[config.mk]
export PLATFORM = sky130hd
export DESIGN_NAME = dts_agg
export DESIGN_NICKNAME = d
export VERILOG_FILES = /design/src/rtl/dts_agg.sv
export SDC_FILE = /design/constraint.sdc
export NUM_CORES = 1
export LEC_CHECK = 0
export CAP_MARGIN = 30
export CELL_PAD_IN_SITES_DETAIL_PLACEMENT = 1
export CELL_PAD_IN_SITES_GLOBAL_PLACEMENT = 1
export CORE_ASPECT_RATIO = 0.8
export CORE_MARGIN = 5
export CORE_UTILIZATION = 52
export CTS_BUF_LIST = sky130_fd_sc_hd__clkbuf_4
export DETAILED_ROUTE_END_ITERATION = 7
export HOLD_SLACK_MARGIN = 0.15
export PLACE_DENSITY_LB_ADDON = 0.1
export SYNTH_ARGS = -nofsm -noshare
export SYNTH_HDL_FRONTEND = slang
export SYNTH_SLANG_ARGS = --single-unit
[constraint.sdc]
create_clock -name clk_i -period 4.4 [get_ports clk_i]
set_clock_uncertainty 0.05 [all_clocks]
set_input_delay 0.66 -clock clk_i [delete_from_list [all_inputs] [get_ports clk_i]]
set_output_delay 0.66 -clock clk_i [all_outputs]
set_load 0.02 [all_outputs]
[src/rtl/dts_agg.sv]
// Die-temperature-sensor alarm aggregator.
// Each raw flag is double-synchronised and debounced; the enabled debounced levels are ORed
// into one registered alarm with a guaranteed minimum high time.
// Optional macro DTS_STICKY_EN builds the sticky trip history and first-fault capture;
// without it those outputs are tied to 0 and clr_i is ignored.
module dts_agg #(
  parameter int unsigned NUM_CH   = 4,
  parameter int unsigned DEB_CNT  = 16,
  parameter int unsigned HOLD_CYC = 64,
  localparam int unsigned IdxW    = (NUM_CH > 1) ? $clog2(NUM_CH) : 1
) (
  input  logic              clk_i,
  input  logic              rst_ni,
  input  logic [NUM_CH-1:0] dtsi_i,
  input  logic [NUM_CH-1:0] ch_en_i,
  input  logic              clr_i,
  output logic              dtso_o,
  output logic [NUM_CH-1:0] dts_stat_o,
  output logic [NUM_CH-1:0] dts_sticky_o,
  output logic [IdxW-1:0]   dts_first_o,
  output logic              dts_fvalid_o
);

  typedef enum logic [1:0] {StLow, StQualHi, StHigh, StQualLo} deb_st_e;

  logic [NUM_CH-1:0] sync1_q, sync2_q;
  deb_st_e           st_q   [NUM_CH];
  deb_st_e           st_d   [NUM_CH];
  logic [7:0]        cnt_q  [NUM_CH];
  logic [7:0]        cnt_d  [NUM_CH];
  logic [NUM_CH-1:0] stat_q, stat_d;
  logic              dtso_q, dtso_d;
  logic [15:0]       hold_q, hold_d;
  logic              any_trip;

  // Two-FF synchroniser per channel; inputs are not combined before this point.
  always_ff @(posedge clk_i or negedge rst_ni) begin
    if (!rst_ni) begin
      sync1_q <= '0;
      sync2_q <= '0;
    end else begin
      sync1_q <= dtsi_i;
      sync2_q <= sync1_q;
    end
  end

  // Debounce next state: a new level must persist DEB_CNT synced cycles to be accepted.
  always_comb begin
    for (int i = 0; i < NUM_CH; i++) begin
      st_d[i]  = st_q[i];
      cnt_d[i] = cnt_q[i];
      if (!ch_en_i[i]) begin
        st_d[i]  = StLow;
        cnt_d[i] = 8'd0;
      end else begin
        case (st_q[i])
          StLow: begin
            if (sync2_q[i]) begin
              st_d[i]  = StQualHi;
              cnt_d[i] = 8'd1;
            end
          end
          StQualHi: begin
            if (!sync2_q[i]) begin
              st_d[i]  = StLow;
              cnt_d[i] = 8'd0;
            end else if (cnt_q[i] + 8'd1 == 8'(DEB_CNT)) begin
              st_d[i]  = StHigh;
              cnt_d[i] = 8'd0;
            end else begin
              cnt_d[i] = cnt_q[i] + 8'd1;
            end
          end
          StHigh: begin
            if (!sync2_q[i]) begin
              st_d[i]  = StQualLo;
              cnt_d[i] = 8'd1;
            end
          end
          StQualLo: begin
            if (sync2_q[i]) begin
              st_d[i]  = StHigh;
              cnt_d[i] = 8'd0;
            end else if (cnt_q[i] + 8'd1 == 8'(DEB_CNT)) begin
              st_d[i]  = StLow;
              cnt_d[i] = 8'd0;
            end else begin
              cnt_d[i] = cnt_q[i] + 8'd1;
            end
          end
          default: begin
            st_d[i]  = StLow;
            cnt_d[i] = 8'd0;
          end
        endcase
      end
      stat_d[i] = (st_d[i] == StHigh) || (st_d[i] == StQualLo);
    end
  end

  // Debounce state, counters and the registered per-channel level.
  always_ff @(posedge clk_i or negedge rst_ni) begin
    if (!rst_ni) begin
      for (int i = 0; i < NUM_CH; i++) begin
        st_q[i]  <= StLow;
        cnt_q[i] <= 8'd0;
      end
      stat_q <= '0;
    end else begin
      for (int i = 0; i < NUM_CH; i++) begin
        st_q[i]  <= st_d[i];
        cnt_q[i] <= cnt_d[i];
      end
      stat_q <= stat_d;
    end
  end

  assign any_trip = |(stat_q & ch_en_i);

  // Alarm: the hold counter loads only on the rising edge, so re-trips never extend it.
  always_comb begin
    dtso_d = dtso_q;
    hold_d = (hold_q != 16'd0) ? hold_q - 16'd1 : 16'd0;
    if (!dtso_q) begin
      if (any_trip) begin
        dtso_d = 1'b1;
        hold_d = 16'(HOLD_CYC - 1);
      end
    end else if (!any_trip && (hold_q == 16'd0)) begin
      dtso_d = 1'b0;
    end
  end

  // Alarm output and hold counter.
  always_ff @(posedge clk_i or negedge rst_ni) begin
    if (!rst_ni) begin
      dtso_q <= 1'b0;
      hold_q <= 16'd0;
    end else begin
      dtso_q <= dtso_d;
      hold_q <= hold_d;
    end
  end

  assign dtso_o     = dtso_q;
  assign dts_stat_o = stat_q;

`ifdef DTS_STICKY_EN
  logic [NUM_CH-1:0] rise;
  logic [NUM_CH-1:0] sticky_q, sticky_d;
  logic [IdxW-1:0]   first_q, first_d, low_idx;
  logic              fvalid_q, fvalid_d;

  // Sticky/first-fault update; a trip on the same edge as clr_i survives the clear.
  always_comb begin
    rise     = stat_d & ~stat_q;
    low_idx  = '0;
    for (int i = NUM_CH - 1; i >= 0; i--) begin
      if (rise[i]) low_idx = IdxW'(i);
    end
    sticky_d = (clr_i ? '0 : sticky_q) | rise;
    first_d  = clr_i ? '0 : first_q;
    fvalid_d = clr_i ? 1'b0 : fvalid_q;
    if (!fvalid_d && (|rise)) begin
      first_d  = low_idx;
      fvalid_d = 1'b1;
    end
  end

  // Trip history registers.
  always_ff @(posedge clk_i or negedge rst_ni) begin
    if (!rst_ni) begin
      sticky_q <= '0;
      first_q  <= '0;
      fvalid_q <= 1'b0;
    end else begin
      sticky_q <= sticky_d;
      first_q  <= first_d;
      fvalid_q <= fvalid_d;
    end
  end

  assign dts_sticky_o = sticky_q;
  assign dts_first_o  = first_q;
  assign dts_fvalid_o = fvalid_q;
`else
  logic unused_clr;
  assign unused_clr   = clr_i;
  assign dts_sticky_o = '0;
  assign dts_first_o  = '0;
  assign dts_fvalid_o = 1'b0;
`endif

endmodule

==> metrics.cfg <==
[run_status]
status = complete, no violations

[floorplan]
start_util_pct = 53.7
die_area_um2 = 8400
num_rows = 26
core_um2 = 6440
die_h_um = 83.0
die_x_um = 101
io_pins = 23

[sta]
report.final.hold_viol_count = 0
setup_violations = 0
slew_headroom_pct = 44.9
min_period_over_period_pct = 53.9
worstMarginPinSlew_ps = 824
slew_viol_final = 0
layout_setup_ws_ps = 2030
rsz0062_at_grt = no
fin_setup_tns_ps = 0
max_freq_ghz = 0.422
fin_crit_ps = 2370

[run]
max_cap_viol_count = 0

[synth]
synth_area_um2 = 3460
yosys_warnings = 0
synth_fa_ha_area_share_pct = 2.17
yosysTopAreaCellShare_pct = 49.9
synth_cell_type_count = 50
syn_inst = 353
synth_top_family_by_area = simple AND/OR/NAND/NOR gates
synth_mux_area_share_pct = 2.31
synth_compound_gate_area_share_pct = 12.6
synth-xor-area-share_pct = 5.82
synth-main-ff-cell = dfrtp_1
synth_edf_count = 0
avgSynthCellArea_um2 = 9.81
synthSimpleGateAreaFrac_pct = 24.5
ys_async_sr_fraction_pct = 100
yosysTopAreaCell = dfrtp_1
seq_area_frac_synth_pct = 49.9
synthTopCellsByArea = dfrtp_1, o21ai_0, nand2_1
ys_seq_elements = 69

[cts]
ctsResizeCount = 0
cts_inserted_buffers = 9
cts_hold_buffers = 0
cts_buffer_depth = 2
cts_root_buf = clkbuf_4
post_cts_buffers = 0
clkLatencyLatePin_ps = 410
cts_sinks = 69
path_clk_slew_ps = 110
cts.htree.levels = 3
cts_tree = done

[setup_path]
cp_num_buf_inv = 1
cp_cell_sequence = inv_1, ha_1, or4b_4, or2_4, nor3b_1, o21ai_0
critPathLaunch = hold_q[0]$_DFF_PN0_
path_class = reg -> reg
crit_path_max_incr_delay_ps = 510
r2r-start = hold_q[0]$_DFF_PN0_
worstSetupStartpointType = flop
crit_arrival_ps = 2590
cp_top_family = simple AND/OR/NAND/NOR gates
crit_required_ps = 4620
worstPathMaxFanout = 6
critPathCaptureType = flop
crit_path_top_delay_cell = nor3b_1

[placement]
dp_hpwl_um = 5400
preCtsSetupSlack_ps = 1930
placedCellCount = 449
portBuffers = 14
gp_routability_congestion = 0.789

[global_route]
first_global_vias = 2818
track_usage_pct = 19.5
gr-total-overflow = 0
antenna_found_initial = 0
grt_max_degree = 26
grt_pass1_wl_um = 13300

[final_layout]
layoutNonFillerInstCount = 464
drive_gt1_share_pct = 6.84
insertedDiodeCount = 0
mostFrequentLayoutCells = dfrtp_1, nand2_1, o21ai_0
layout_commonest_cell = dfrtp_1
final_nets = 393
syn_to_final_growth_pct = 10.2

[routing]
drc = 0
routed_via_density = 5.81
routedWlPerCell_um = 16.2
drtAntennaViolNets = 0
drt_iter0_markers = 66
first_pass_iters = 4
vias = 2694
wirelength_um = 7500

[hold_path]
hold_path_class = in -> async

[power_and_ir_drop]
power_leakage_nw = 1.70
ir_drop_uv = 201
powerDensity_nw_per_um2 = 375

[power by group]
group	switching, W	leakage [nW]	internal (W)
clock	0.000219	0.0636	0.000173
combinational	0.000127	0.725	0.000116
sequential	0.0000839	0.909	0.000712
[cells by family after synthesis]
kind of cell,count (synthesis)
xor+xnor,23
other cells,1
mux,8
simple gates,158
fa+ha+maj,6
flops,69
buf+inv,17
compound gates,71
[state kept, by name, summed over array words and instances, names as in the netlist]
name	flops
st_q	8
dts_stat_o	4
hold_q	16
dtso_o	1
sync1_q	4
cnt_q	32
sync2_q	4
[through the flow]
stage	total power (W)	util, %	hold WS [ps]	instance area, um^2
final	0.00143	59.2	160	3820
after global routing	0.00153	59.2	174	3820
after CTS	0.00145	59.2	158	3820
after detailed placement	0.00105	57.3	287	3690
after global placement	0.00103	57.0	282	3670
after floorplan	0.000969	-	281	3480
[worst register-to-register path, delay by kind of cell, from the launching register on]
kind,cells,cell delay (ps)
DFF,1,420
and+or+nand+nor,3,1300
adders and majority gates,1,190
AOI/OAI and AO/OA,1,200
buffers and inverters,1,70
[cell usage after synthesis (6+ instances only)]
library cell,instances
dfrtp_1,69
nand2_1,37
o21ai_0,33
nor2_1,30
nand3_1,15
and3_1,13
a21oi_1,12
xor2_1,12
xnor2_1,11
mux2i_1,8
nor3b_1,8
buf_4,7
inv_1,7
nand2b_1,7
ha_1,6
nand4_1,6
nor4_1,6
[routing by layer]
metal,GRT usage (%),vias up,wire length [um]
met2,30.0,43,3470
li1,-,1300,-
met5,0,-,0
met1,26.8,1342,3680
met3,6.53,9,272
met4,4.47,0,72
[final timing paths]
path,slack [ps],end,cells past startpoint
max,2030,hold_q[3]$_DFF_PN0_,6
min,160,cnt_q[18]$_DFFE_PN0P_,1
max reg2reg,2030,hold_q[3]$_DFF_PN0_,6
min reg2reg,310,sync2_q[1]$_DFF_PN0_,0
max in group asynchronous,3240,cnt_q[15]$_DFFE_PN0P_,3
min in group clk_i,310,sync2_q[1]$_DFF_PN0_,0
[cell type report]
| type | count | area [um^2] |
|---|---|---|
| fillers | 726 | 2630 |
| flip-flops and latches | 69 | 1730 |
| multi-input cells | 273 | 1670 |
| repair buffers | 16 | 163 |
| well taps | 84 | 105 |
| clock buffers | 10 | 75.1 |
| clock inverters | 5 | 52.6 |
| inverters | 7 | 26.3 |
Note: power is estimated with default switching activity, not from simulation.
